File: config.mk
export PLATFORM = sky130hd
export DESIGN_NAME = seq_shifter
export DESIGN_NICKNAME = d
export VERILOG_FILES = /design/src/rtl/seq_shifter.sv
export SDC_FILE = /design/constraint.sdc
export NUM_CORES = 1
export LEC_CHECK = 0
export ABC_AREA = 1
export BUFFER_PORTS_ARGS = -buffer_cell sky130_fd_sc_hd__clkbuf_2
export CORE_ASPECT_RATIO = 1.1
export CORE_UTILIZATION = 45
export CTS_CLUSTER_SIZE = 28
export DETAILED_ROUTE_END_ITERATION = 10
export PLACE_DENSITY = 0.7
export SETUP_SLACK_MARGIN = 0.5
export SLEW_MARGIN = 10
export SYNTH_ARGS = -nofsm -noshare
export SYNTH_HDL_FRONTEND = slang
export SYNTH_SLANG_ARGS = --single-unit
File: constraint.sdc
create_clock -name clk -period 4.5 [get_ports clk]
set_input_delay 0.45 -clock clk [delete_from_list [all_inputs] [get_ports clk]]
set_output_delay 0.45 -clock clk [all_outputs]
set_load 0.005 [all_outputs]
File: src/rtl/seq_shifter.sv
// Multi-cycle shifter/rotator: one bit position per clock, start/done handshake.
// Result register holds until the next accepted start.
module seq_shifter #(
    parameter int WIDTH = 32,
    parameter int AMT_W = $clog2(WIDTH)
) (
    input  logic             clk,
    input  logic             rst_n,
    input  logic             start,
    input  logic [2:0]       control,
    input  logic [AMT_W-1:0] amount,
    input  logic [WIDTH-1:0] data,
    output logic             ready,
    output logic             busy,
    output logic             done,
    output logic [WIDTH-1:0] dataOut,
    output logic             carryOut,
    output logic             zero
);

    // state   | meaning
    // S_IDLE  | waiting for start, ready=1
    // S_SHIFT | applying one step per edge until count reaches 0
    // S_DONE  | result valid, one-cycle done pulse
    typedef enum logic [1:0] {
        S_IDLE  = 2'd0,
        S_SHIFT = 2'd1,
        S_DONE  = 2'd2
    } state_t;

    localparam logic [2:0] M_SLL = 3'b001;
    localparam logic [2:0] M_SRL = 3'b010;
    localparam logic [2:0] M_SRA = 3'b011;
    localparam logic [2:0] M_ROL = 3'b100;
    localparam logic [2:0] M_ROR = 3'b101;

    state_t             state_q, state_d;
    logic [WIDTH-1:0]   data_q, data_d;
    logic               carry_q, carry_d;
    logic [AMT_W-1:0]   count_q, count_d;
    logic [2:0]         mode_q, mode_d;
    logic [WIDTH:0]     step_res;
    logic               is_pass;

    // Result is {carry, data}; unknown/pass modes leave data unchanged.
    function automatic logic [WIDTH:0] step(input logic [2:0] m, input logic [WIDTH-1:0] d);
        logic [WIDTH:0] r;
        case (m)
            M_SLL:   r = {d[WIDTH-1], d[WIDTH-2:0], 1'b0};
            M_SRL:   r = {d[0], 1'b0, d[WIDTH-1:1]};
            M_SRA:   r = {d[0], d[WIDTH-1], d[WIDTH-1:1]};
            M_ROL:   r = {d[WIDTH-1], d[WIDTH-2:0], d[WIDTH-1]};
            M_ROR:   r = {d[0], d[0], d[WIDTH-1:1]};
            default: r = {1'b0, d};
        endcase
        return r;
    endfunction

    assign step_res = step(mode_q, data_q);
    assign is_pass  = (control == 3'b000) || (control[2:1] == 2'b11);

    always_comb begin
        state_d = state_q;
        data_d  = data_q;
        carry_d = carry_q;
        count_d = count_q;
        mode_d  = mode_q;
        case (state_q)
            S_IDLE: begin
                if (start) begin
                    data_d  = data;
                    mode_d  = control;
                    count_d = amount;
                    carry_d = 1'b0;
                    state_d = (amount == '0 || is_pass) ? S_DONE : S_SHIFT;
                end
            end
            S_SHIFT: begin
                {carry_d, data_d} = step_res;
                count_d = count_q - AMT_W'(1);
                if (count_q == AMT_W'(1)) begin
                    state_d = S_DONE;
                end
            end
            S_DONE:  state_d = S_IDLE;
            default: state_d = S_IDLE;
        endcase
    end

    always_ff @(posedge clk or negedge rst_n) begin
        if (!rst_n) begin
            state_q <= S_IDLE;
            data_q  <= '0;
            carry_q <= 1'b0;
            count_q <= '0;
            mode_q  <= 3'b000;
        end else begin
            state_q <= state_d;
            data_q  <= data_d;
            carry_q <= carry_d;
            count_q <= count_d;
            mode_q  <= mode_d;
        end
    end

    assign ready    = (state_q == S_IDLE);
    assign busy     = (state_q == S_SHIFT) || (state_q == S_DONE);
    assign done     = (state_q == S_DONE);
    assign dataOut  = data_q;
    assign carryOut = carry_q;
    assign zero     = (data_q == '0);

endmodule

== Yosys cells after proc, flatten, opt, wreduce, memory -nomap -nowiden ==
Index checks and enable logic that the tools add are counted.
Word-level totals
  register bits: 43
  input bits: 43
  output and inout port bits: 37
  logic and storage cells: 45
Operators by class
  $add $sub $neg: 1
  eq/ne operators: 14
  muxes and demuxes: 11
  reductions and logical operators: 13
Operators with widths (number)
  33-bit one-hot mux with 5 select lines: 1
  32-bit one-hot mux with 2 select lines: 1
  32-bit logical NOT: 1
  32-bit two-way mux: 1
  5-bit one-hot mux with 2 select lines: 1
  3-bit by 2-bit == test with 1-bit output (second input constant): 2
  3-bit == test (second input constant): 2
  2-bit two-way mux: 3
  2-bit inequality test (second input constant): 3
  6-bit by 1-bit inequality test with 1-bit output (second input constant): 1
  2-bit AND reduction: 3
  5-bit by 1-bit == test with 1-bit output (second input constant): 1
  5-bit logical NOT: 1
  5-bit two-way mux: 1
  5-bit by 1-bit inequality test with 1-bit output (second input constant): 1
  5-bit by 1-bit subtractor with 5-bit output (second input constant): 1
  2-bit == test (second input constant): 2
  2-bit one-hot mux with 2 select lines: 1
  4-bit AND reduction: 1
  3-bit by 1-bit == test with 1-bit output (second input constant): 1
  3-bit logical NOT: 1
  1-bit logical OR: 3
  3-bit AND reduction: 1
  2-bit by 1-bit == test with 1-bit output (second input constant): 1
  4 further kinds: 4

== Longest topological paths before layout ==
  depth after elaboration: 6
  mapped depth: 10
  depth with buffers taken out: 9

== Worst setup path before layout ==
OpenSTA, ideal clock, no wires.
  path kind: reg2reg
  start point: register state_q[1]
  end point: register data_q[10] (netlist: dataOut[10])
  setup time: 121 ps
  arrival time: 1421 ps
  required time: 4379 ps
  path slack: 2958 ps
  cell stages (with the launch flop): 10
  path buffers: 2
  period minus slack after synthesis: 1542 ps
  cell sequence: dfrtp_1 -> inv_1 -> ha_1 -> inv_2 -> buf_2 -> o21ai_2 -> nand2_1 -> buf_2 -> nor2_1 -> a21oi_1
On the way
  cells in the longest elaborated chain, start to end: 3
  elaborated cells on any way between the ends: 7
  classes of those cells: eq/ne: 3; mux: 1; reduce/logical: 3
RTL lines
  start: declaration: line 37  | state_t state_q, state_d;
  start signal: assignment: line 98  | state_q <= state_d;
  2-bit by 1-bit == test with 1-bit output or 2-bit logical NOT (tied branches): line 68  | case (state_q)
  6-bit by 1-bit inequality test with 1-bit output (no line), or another cell as far along
  3-bit AND reduction (no line)
  end signal: assignment: line 99  | data_q <= data_d;
  end: declaration: line 38  | logic [WIDTH-1:0] data_q, data_d;
Parallel ways exist; a longest one is shown, timed or not.
A chain may end at the register's enable or synchronous reset.

== Worst setup path in the final report ==
  start point: register state_q[1]
  end point: register data_q[23] (netlist: dataOut[23])
The elaborated chain is that of the path after synthesis.

==> metrics.cfg <==
[sta]
slew_violations=0
slew_headroom=0.2510
fin_crit_sh=0.6758
worst_pin_slew_ns=1.121
hold_viol=0
fin_skew_ns=0.005859
finalSetupViolations=0
setup-tns-final_ns=0
rsz0062_at_grt=false
max_freq_mhz=328.8
period_needed_ns=3.041

[worst_setup_path]
worstSetupPathType=reg -> reg
r2r-end=dataOut[23]$_DFFE_PN0P_
end_kind=register
cp.arrival_ns=3.22
rr_worst_depth=9
timing.rr.start=state_q[1]$_DFFE_PN0P_
critPathRequiredTime_ns=4.68
cp_max_fo=42
start_kind=register
r2r_slack_ns=1.46

[finish]
diodes=0
fin_area_sq_um=3423
area_growth_pct=15.59
final_cells=614
fillers=635
finish.utilization=0.5461
layout.nets=584
layout-drive-gt1-share=0.1779

[yosys]
synth_top_area_share=0.3633
yosys.area.top_type=dfrtp_1
synth_cell_types=25
synth-edff-count=0
yosysWarnings=0
synthCells=471
async_reset_ff_frac=1.000
ys.flop_type=dfrtp_1
synthTopCellsByArea=dfrtp_1 36%, nand2_1 21%, a21oi_1 11%
avgSynthCellArea_sq_um=6.288
netlist_area_sq_um=2962
synth_seq_cells=43
synth_nets=520
yosysSeqAreaShare=0.3633

[die]
io_pins=80
coreArea_sq_um=6269
initial_utilization=0.4725
die_area_sq_um=6910
die_height_microns=87.09
dieWidth_microns=79.35
row_count=30

[detailed_routing]
drtIter0Drc=185
first_pass_iters=4
vias=3064
vias_per_cell=4.990
ant_nets=0
drt_wl_total_microns=7703
drc=0
wire_per_inst_microns=12.55

[place]
dp.cells=608
dpl.hpwl_microns=4958
portBuffers=79
dpl_cell_area_sq_um=3351
routabilityCongestion=0.8704

[clock_tree]
clock_path_buffers=2
cts-resized-gates=0
clock_sinks=43
hold_buffers=0
cts_root_buffer=clkbuf_8
cts_buffers=5
ctsHtreeMaxLevel=2
post-cts-setup-buffers=0
clkLatencyLatePin_ns=0.29
cts.clk_slew.worst_paths_ns=0.08
cts_tree=done

[global_routing]
grt.overflow.total=0
antenna_found_initial=0
grt_pass1_wl_microns=12770
grt_max_degree=44
grtUsageTotal=0.2339
first_global_vias=2762

[pwr]
leakagePower_nw=1.872
peakVddDrop_v=0.0003612
p_per_area_nw_per_um2=732.0
power.total_mw=2.506

[job]
max-cap-violations=0

[outcome]
status=finished clean

[hold_path]
hp-class=in -> async

==> sequential cells by signal (all words and copies together), names as in the netlist <==
register / cells
dataOut: 32
count_q: 5
mode_q: 3
state_q: 2
carryOut: 1
==> report_power, final <==
part	internal (mW)	switching, mW
clock network	0.104	0.132
registers	0.586	0.268
logic	0.534	0.882
total	1.22	1.28
==> synthesized netlist by cell type (3+ instances only) <==
master / instances
dfrtp_1: 43
inv_2: 3
inv_1: 43
a21oi_1: 63
nand4_1: 4
nor4_1: 4
ha_1: 6
buf_4: 4
buf_2: 19
nor2_1: 79
o21ai_0: 12
nand2_1: 164
o21ai_1: 4
nand3_1: 10
==> layout by cell type (no fill, tap or decap) <==
master    synthesis  final
nor3_1            1      1
clkbuf_8          0      5
clkbuf_1          2      1
nand3_1          10     10
inv_2             3      3
nand3_4           1      1
ha_1              6      6
clkbuf_2          0     79
nor4_1            4      4
a21oi_4           1      1
a21oi_1          63     63
o21ai_2           1      1
dfrtp_1          43     43
or2_2             1      1
o21ai_0          12     12
nor2_1           79     79
inv_1            43     43
o21ai_1           4      4
buf_4             4      4
o211ai_1          1      1
nand4_1           4      4
xor2_1            1      1
nand3b_1          2      2
xnor2_1           1      1
nand2_1         164    164
==> how the worst max path moves through the flow <==
stage                                       from                      end  slack (ns)
after floorplan           state_q[1]$_DFFE_PN0P_  dataOut[10]$_DFFE_PN0P_        2.96
after global placement    state_q[1]$_DFFE_PN0P_   dataOut[6]$_DFFE_PN0P_        1.53
after detailed placement  state_q[1]$_DFFE_PN0P_  dataOut[23]$_DFFE_PN0P_        1.47
after CTS                 state_q[1]$_DFFE_PN0P_  dataOut[23]$_DFFE_PN0P_        1.44
after global routing      state_q[1]$_DFFE_PN0P_  dataOut[25]$_DFFE_PN0P_        1.19
final                     state_q[1]$_DFFE_PN0P_  dataOut[23]$_DFFE_PN0P_        1.46
==> cell type report <==
type,count,area [sq um],area share
Timing Repair Buffer,83,425.4,0.1243
Clock buffer,6,72.57,0.02120
Tap cell,80,100.1,0.02924
Multi-Input combinational cell,356,1577,0.4605
Inverter,46,172.7,0.05044
Sequential cell,43,1076,0.3143
==> through the flow <==
step	worst slack [ns]	hold slack (ns)
after CTS	1.439	0.2564
final	1.459	0.2228
after global routing	1.194	0.2889
after global placement	1.531	0.4659
after floorplan	2.958	0.1544
after detailed placement	1.469	0.4775
==> layer usage <==
layer / global-route usage / vias to the layer above / share of wire
met1: 0.3071 / 1383 / 0.45
met2: 0.3958 / 83 / 0.49
met4: 0.07107 / 0 / 0.0096
met5: 0 / - / 0
met3: 0.03665 / 7 / 0.046
li1: - / 1591 / -
==> worst max-delay path, stage by stage (launching register included) <==
cell,delay [ns]
dfrtp_1,0.40
inv_1,0.08
ha_1,0.14
buf_4,0.37
inv_2,0.20
o21ai_2,0.15
buf_4,0.38
nand2_1,0.75
nor2_1,0.31
a21oi_1,0.10
==> kinds of logic (layout without fill, tap and decap cells) <==
kind of cell    Yosys count  count (layout)  share of synthesized area
simple gates            266             266                     0.3566
fa+ha+maj                 6               6                    0.02535
xor+xnor                  2               2                   0.005916
buf+inv                  72             135                     0.1043
compound gates           82              82                     0.1445
flops                    43              43                     0.3633
Note: power is estimated with default switching activity, not from simulation.
